`src/rtl/vram_arb_pkg.sv`:
```
// vram_arb_pkg: state encoding, requester selects and parameter checks shared by the vram_arbiter slice
package vram_arb_pkg;
  typedef enum logic [1:0] {IDLE, CPU_ACC, VID_ACC, RECOVER} state_t;
  typedef enum logic {SEL_CPU, SEL_VID} sel_t;
  function automatic bit acc_cyc_ok(input int n);
    return n >= 1;
  endfunction
endpackage

```
`src/rtl/vram_arb_guard.sv`:
```
// vram_arb_guard: counts video grants taken over a pending CPU and forces a CPU grant at MAX_WAIT (used with VRAM_ARB_STARVE_EN)
module vram_arb_guard
#(
  parameter int MAX_WAIT = 8
)(
  input  logic sys_clk,
  input  logic sys_rst,
  input  logic idle,
  input  logic cpu_req,
  input  logic vid_grant,
  input  logic cpu_grant,
  output logic force_cpu
);
  localparam int WW = $clog2(MAX_WAIT + 1);
  localparam logic [WW-1:0] LIMIT = WW'(MAX_WAIT);
  logic [WW-1:0] wait_cnt;
  // clear when the CPU is served or gives up, otherwise count video grants that bypass it
  always_ff @(posedge sys_clk)
    if (sys_rst || cpu_grant || (idle && !cpu_req)) wait_cnt <= '0;
    else if (vid_grant && cpu_req && wait_cnt != LIMIT) wait_cnt <= wait_cnt + 1'b1;
  assign force_cpu = wait_cnt == LIMIT;
endmodule

```
`src/rtl/vram_arbiter.sv`:
```
// vram_arbiter: sequences the shared SRAM between CPU and video ports; VRAM_ARB_STARVE_EN adds the CPU starvation guard
module vram_arbiter
  import vram_arb_pkg::*;
#(
  parameter int AW       = 15,
  parameter int DW       = 8,
  parameter int ACC_CYC  = 2,
  parameter int MAX_WAIT = 8
)(
  input  logic          sys_clk,
  input  logic          sys_rst,
  input  logic          cpu_req,
  input  logic          cpu_we,
  input  logic [AW-1:0] cpu_addr,
  input  logic [DW-1:0] cpu_wdata,
  output logic [DW-1:0] cpu_rdata,
  output logic          cpu_ack,
  output logic          cpu_rdy,
  input  logic          vid_req,
  input  logic [AW-1:0] vid_addr,
  output logic [DW-1:0] vid_rdata,
  output logic          vid_ack,
  output logic [AW-1:0] mem_addr,
  output logic [DW-1:0] mem_wdata,
  output logic          mem_drive,
  input  logic [DW-1:0] mem_rdata,
  output logic          mem_cs_n,
  output logic          mem_oe_n,
  output logic          mem_we_n,
  output logic          busy
);
  localparam int CW = $clog2(ACC_CYC + 1);
  localparam logic [CW-1:0] CNT_LOAD = CW'(ACC_CYC - 1);
  if (!acc_cyc_ok(ACC_CYC)) begin : g_bad_acc
    $error("vram_arbiter: ACC_CYC must be >= 1");
  end
  if (MAX_WAIT < 1) begin : g_bad_wait
    $error("vram_arbiter: MAX_WAIT must be >= 1");
  end
  state_t        state, state_n;
  logic [CW-1:0] cnt, cnt_n;
  logic          wr, wr_n;
  sel_t          sel;
  logic          grant, last, acc_n, we_strobe, force_cpu;
`ifdef VRAM_ARB_STARVE_EN
  vram_arb_guard #(.MAX_WAIT(MAX_WAIT)) u_guard (
    .sys_clk   (sys_clk),
    .sys_rst   (sys_rst),
    .idle      (state == IDLE),
    .cpu_req   (cpu_req),
    .vid_grant (grant && sel == SEL_VID),
    .cpu_grant (grant && sel == SEL_CPU),
    .force_cpu (force_cpu)
  );
`else
  assign force_cpu = 1'b0;
`endif
  assign busy    = state != IDLE;
  assign cpu_rdy = !cpu_req || cpu_ack;
  // next state, grant decision and the strobe pattern for the cycle after this edge
  always_comb begin
    state_n = state;
    cnt_n   = cnt;
    wr_n    = wr;
    sel     = SEL_CPU;
    grant   = 1'b0;
    last    = (state == CPU_ACC || state == VID_ACC) && cnt == '0;
    case (state)
      IDLE:
        if (vid_req && !force_cpu) begin
          state_n = VID_ACC;
          sel     = SEL_VID;
          wr_n    = 1'b0;
          cnt_n   = CNT_LOAD;
          grant   = 1'b1;
        end else if (cpu_req) begin
          state_n = CPU_ACC;
          wr_n    = cpu_we;
          cnt_n   = CNT_LOAD;
          grant   = 1'b1;
        end
      CPU_ACC, VID_ACC:
        if (cnt == '0) state_n = RECOVER;
        else cnt_n = cnt - 1'b1;
      default: state_n = IDLE;
    endcase
    acc_n     = state_n == CPU_ACC || state_n == VID_ACC;
    we_strobe = acc_n && wr_n && (ACC_CYC == 1 || cnt_n != CNT_LOAD);
  end
  // sequencer state and registered SRAM strobes so the pins change cleanly on the clock
  always_ff @(posedge sys_clk)
    if (sys_rst) begin
      state     <= IDLE;
      cnt       <= '0;
      wr        <= 1'b0;
      mem_cs_n  <= 1'b1;
      mem_oe_n  <= 1'b1;
      mem_we_n  <= 1'b1;
      mem_drive <= 1'b0;
    end else begin
      state     <= state_n;
      cnt       <= cnt_n;
      wr        <= wr_n;
      mem_cs_n  <= !acc_n;
      mem_oe_n  <= !(acc_n && !wr_n);
      mem_we_n  <= !we_strobe;
      mem_drive <= acc_n && wr_n;
    end
  // address/data latching at grant, read capture on the last access cycle, ack in RECOVER
  always_ff @(posedge sys_clk)
    if (sys_rst) begin
      mem_addr  <= '0;
      mem_wdata <= '0;
      cpu_rdata <= '0;
      vid_rdata <= '0;
      cpu_ack   <= 1'b0;
      vid_ack   <= 1'b0;
    end else begin
      if (grant) mem_addr <= sel == SEL_VID ? vid_addr : cpu_addr;
      if (grant && sel == SEL_CPU && cpu_we) mem_wdata <= cpu_wdata;
      if (last && state == CPU_ACC && !wr) cpu_rdata <= mem_rdata;
      if (last && state == VID_ACC) vid_rdata <= mem_rdata;
      cpu_ack <= last && state == CPU_ACC;
      vid_ack <= last && state == VID_ACC;
    end
endmodule

```
`config.mk`:
```
export PLATFORM = sky130hd
export DESIGN_NAME = vram_arbiter
export DESIGN_NICKNAME = d
export VERILOG_FILES = /design/src/rtl/vram_arb_pkg.sv /design/src/rtl/vram_arb_guard.sv /design/src/rtl/vram_arbiter.sv
export SDC_FILE = /design/constraint.sdc
export NUM_CORES = 1
export LEC_CHECK = 0
export ABC_CLOCK_PERIOD_IN_PS = 2700
export CAP_MARGIN = 0
export CORE_MARGIN = 4
export CORE_UTILIZATION = 44
export CTS_BUF_LIST = sky130_fd_sc_hd__clkbuf_2 sky130_fd_sc_hd__clkbuf_4 sky130_fd_sc_hd__clkbuf_8
export CTS_CLUSTER_DIAMETER = 150
export CTS_CLUSTER_SIZE = 12
export DETAILED_ROUTE_END_ITERATION = 8
export GPL_TIMING_DRIVEN = 0
export MAX_ROUTING_LAYER = met4
export PLACE_DENSITY = 0.93
export SKIP_CTS_REPAIR_TIMING = 1
export SLEW_MARGIN = 10
export SYNTH_ARGS = -nofsm -noshare
export SYNTH_HDL_FRONTEND = slang
export SYNTH_SLANG_ARGS = --single-unit
```
`constraint.sdc`:
```
create_clock -name sys_clk -period 2.7 [get_ports sys_clk]
set_input_delay 0.405 -clock sys_clk [delete_from_list [all_inputs] [get_ports sys_clk]]
set_output_delay 0.405 -clock sys_clk [all_outputs]
set_load 0.1 [all_outputs]
```
==> impl_metrics.py <==
metrics = {
    "synth": {
        "yosysTopAreaCell": "dfxtp_1",
        "synth_common_cells": "50 x dfxtp_1, 48 x nand2_1, 25 x a21oi_1, 24 x nor2_1",
        "synth.most_common_cell": "dfxtp_1",
        "ys.flop_type": "dfxtp_1",
        "async_reset_ff_share_pct": 0,
        "ys_seq_area_share_pct": 50.6,
        "syn_avg_cell_area_um2": 8.49,
        "netlist_area_um2": 1980,
        "synth_seq_cells": 50,
        "synthDistinctLibCells": 31,
        "syn_nets": 289,
        "ys_top_cells_by_area": "dfxtp_1 51%, nand2_1 9.1%, a21oi_1 6.3%",
        "synthDominantCellAreaShare_pct": 50.6,
        "ys_warn_count": 0,
        "synth-edff-count": 0,
        "synth_cells": 233,
    },
    "routing": {
        "wirelength_um": 5630,
        "viasPerCell": 5.31,
        "wl_per_cell_um": 14.5,
        "drt_pre_antenna_iters": 4,
        "drt_drc_violations_left": 0,
        "ant_nets": 0,
        "drt_iter0_drc": 99,
        "via_count": 2064,
    },
    "worst_hold_path": {
        "worstHoldPathType": "reg2reg",
    },
    "setup_path": {
        "crit_path_start_kind": "primary input",
        "rrSetupSlack_ns": 0.95,
        "cp_common_cell": "clkdlybuf4s50_1",
        "critical_path_class": "in2out",
        "cp_slowest_stage_delay_ns": 1.13,
        "crit_end": "cpu_rdy",
        "rr_startpoint": "state[1]",
        "cp.required_ns": 2.30,
        "reg2reg_to": "mem_we_n",
        "crit_fanout": 7,
        "slowest_stage": "clkdlybuf4s50_1",
        "cp.arrival_ns": 2.21,
        "setup.worst_path.end_class": "primary output",
        "r2r_cells": 5,
        "crit_start": "cpu_req",
        "cp_cell_sequence": "clkdlybuf4s50_1, nand2b_1, clkdlybuf4s50_1",
    },
    "cts": {
        "clockRootBuffer": "clkbuf_8",
        "cts.sinks": 50,
        "clk_latency_ns": 0.30,
        "h-tree-depth": 2,
        "cts_tree": "built",
        "clkTransAtPathRegs_ns": 0.09,
        "ctsLongestPathBuffers": 2,
        "cts-buffers-inserted": 5,
    },
    "timing": {
        "final.setup.tns_ns": 0,
        "min_period_ns": 2.62,
        "tightest_slew_ns": 1.01,
        "fmax_mhz": 382,
        "rsz0062_at_grt": "no",
        "slew_violations": 0,
        "skew_ns": 0.00555,
        "setup_ws_ns": 0.0820,
        "relSlewSlack_pct": 32.7,
        "finalHoldViolCount": 0,
        "setup_violations": 0,
        "min_period_over_period_pct": 97.0,
    },
    "final_layout": {
        "nNetsFinal": 392,
        "drive_gt1_share_pct": 5.64,
        "antenna_cells": 0,
        "multi_input_area_um2": 902,
        "area_delta_synth_final_pct": 56.2,
        "final_area_um2": 3090,
        "seqCellArea_um2": 1000,
        "final_util_pct": 70.9,
        "fillers": 371,
    },
    "grt": {
        "grt_util_met1_pct": 20.7,
        "met2_usage_pct": 33.8,
        "antenna_found_initial": 0,
        "grt_pass1_wl_um": 8450,
        "track_usage_pct": 20.5,
        "grt_pass1_vias": 1979,
        "grt_remaining_overflow": 0,
        "top_usage_layer": "met2",
        "use_met3_pct": 9.35,
        "grt_max_degree": 16,
    },
    "floorplan": {
        "die_h_um": 75.1,
        "row_count": 24,
        "pin_count": 98,
        "start_util_pct": 45.4,
        "die_w_um": 75.1,
        "dieArea_um2": 5630,
        "core_um2": 4350,
    },
    "placed_design": {
        "pre_cts_slack_ns": -0.0471,
        "routabilityCongestion": 0.854,
        "placed_cell_area_um2": 3000,
        "portBuffers": 96,
        "dp_hpwl_um": 4510,
    },
    "power": {
        "total_power_mw": 3.69,
        "powerDensity_nw_per_um2": 1190,
        "p_leak_nw": 1.15,
        "irDropWorstVdd_mv": 0.725,
    },
    "flow_run": {
        "maxCapViolCount": 0,
    },
    "run_status": {
        "status": "completed",
    },
}
-- placed cells by master, fill, tap and decap left out, types with 2 or more instances in the layout --
cell / Yosys / layout
nand3_1: 3 / 3
nor2b_1: 3 / 3
a211oi_1: 15 / 15
o22ai_1: 15 / 15
nand2_1: 48 / 48
dfxtp_1: 50 / 50
nor2_1: 24 / 24
o21ai_0: 7 / 7
and3_1: 2 / 2
buf_4: 2 / 2
a21oi_1: 25 / 25
clkdlybuf4s50_1: 0 / 95
inv_1: 5 / 5
o211a_1: 2 / 2
clkbuf_8: 0 / 5
buf_2: 3 / 3
ha_1: 5 / 5
o21a_1: 4 / 4
clkbuf_1: 6 / 6
-- cell families after synthesis --
group / synth area share, %
flip-flops: 50.6
buffers and inverters: 3.79
AO/OA/AOI/OAI: 23.7
adder cells (fa/ha/maj): 3.16
AND/OR/NAND/NOR: 18.7
-- critical path: cells and delay by family --
kind          cells  cell delay [ns]
buf+inv           2             1.67
simple gates      1             0.13
-- sequential cells by signal, indices dropped and copies added, names as in the netlist, 2 cells and up --
signal and flops:
mem_addr 15, cpu_rdata 8, mem_wdata 8, vid_rdata 8, cnt 2, state 2
-- per-stage QoR --
step / hold WS, ns / std cells
after floorplan: 0.484 / 233
after global placement: 0.442 / 381
after detailed placement: 0.453 / 381
after CTS: 0.465 / 389
after global routing: 0.486 / 389
final: 0.460 / 389
-- per-layer routing --
layer | vias up | wire length (um) | part of all wire [%]
met5 | - | 0 | 0
met4 | 0 | 136 | 2.4
met3 | 16 | 633 | 11
met2 | 107 | 2740 | 49
met1 | 929 | 2110 | 38
li1 | 1012 | - | -
-- power breakdown --
group          total [mW]  internal (mW)  switching, mW  leakage, nW
clock               0.428          0.193          0.235       0.0486
combinational        2.24          0.553           1.69        0.688
sequential           1.02          0.914          0.105        0.409
-- worst min-delay path by stage --
| stage | slack (ns) | depth (start not counted) | end | start |
|---|---|---|---|---|
| finish | 0.46 | 2 | cpu_rdata[6] | cpu_rdata[6] |
| global placement | 0.44 | 2 | mem_wdata[6] | mem_wdata[6] |
| floorplan | 0.48 | 2 | cnt[1] | cnt[1] |
| global route | 0.49 | 2 | cpu_rdata[5] | cpu_rdata[5] |
| CTS | 0.47 | 2 | cpu_rdata[6] | cpu_rdata[6] |
| detailed placement | 0.45 | 2 | cpu_rdata[6] | cpu_rdata[6] |
-- layout make-up --
class                           count  area share, %
Buffer                             12           1.82
Clock buffer                        6           2.47
Clock inverter                      2          0.446
Inverter                            5          0.608
Multi-Input combinational cell    166           29.2
Sequential cell                    50           32.4
Tap cell                           52           2.11
Timing Repair Buffer               96           30.9
No activity file was read; power rests on OpenSTA's default activity.
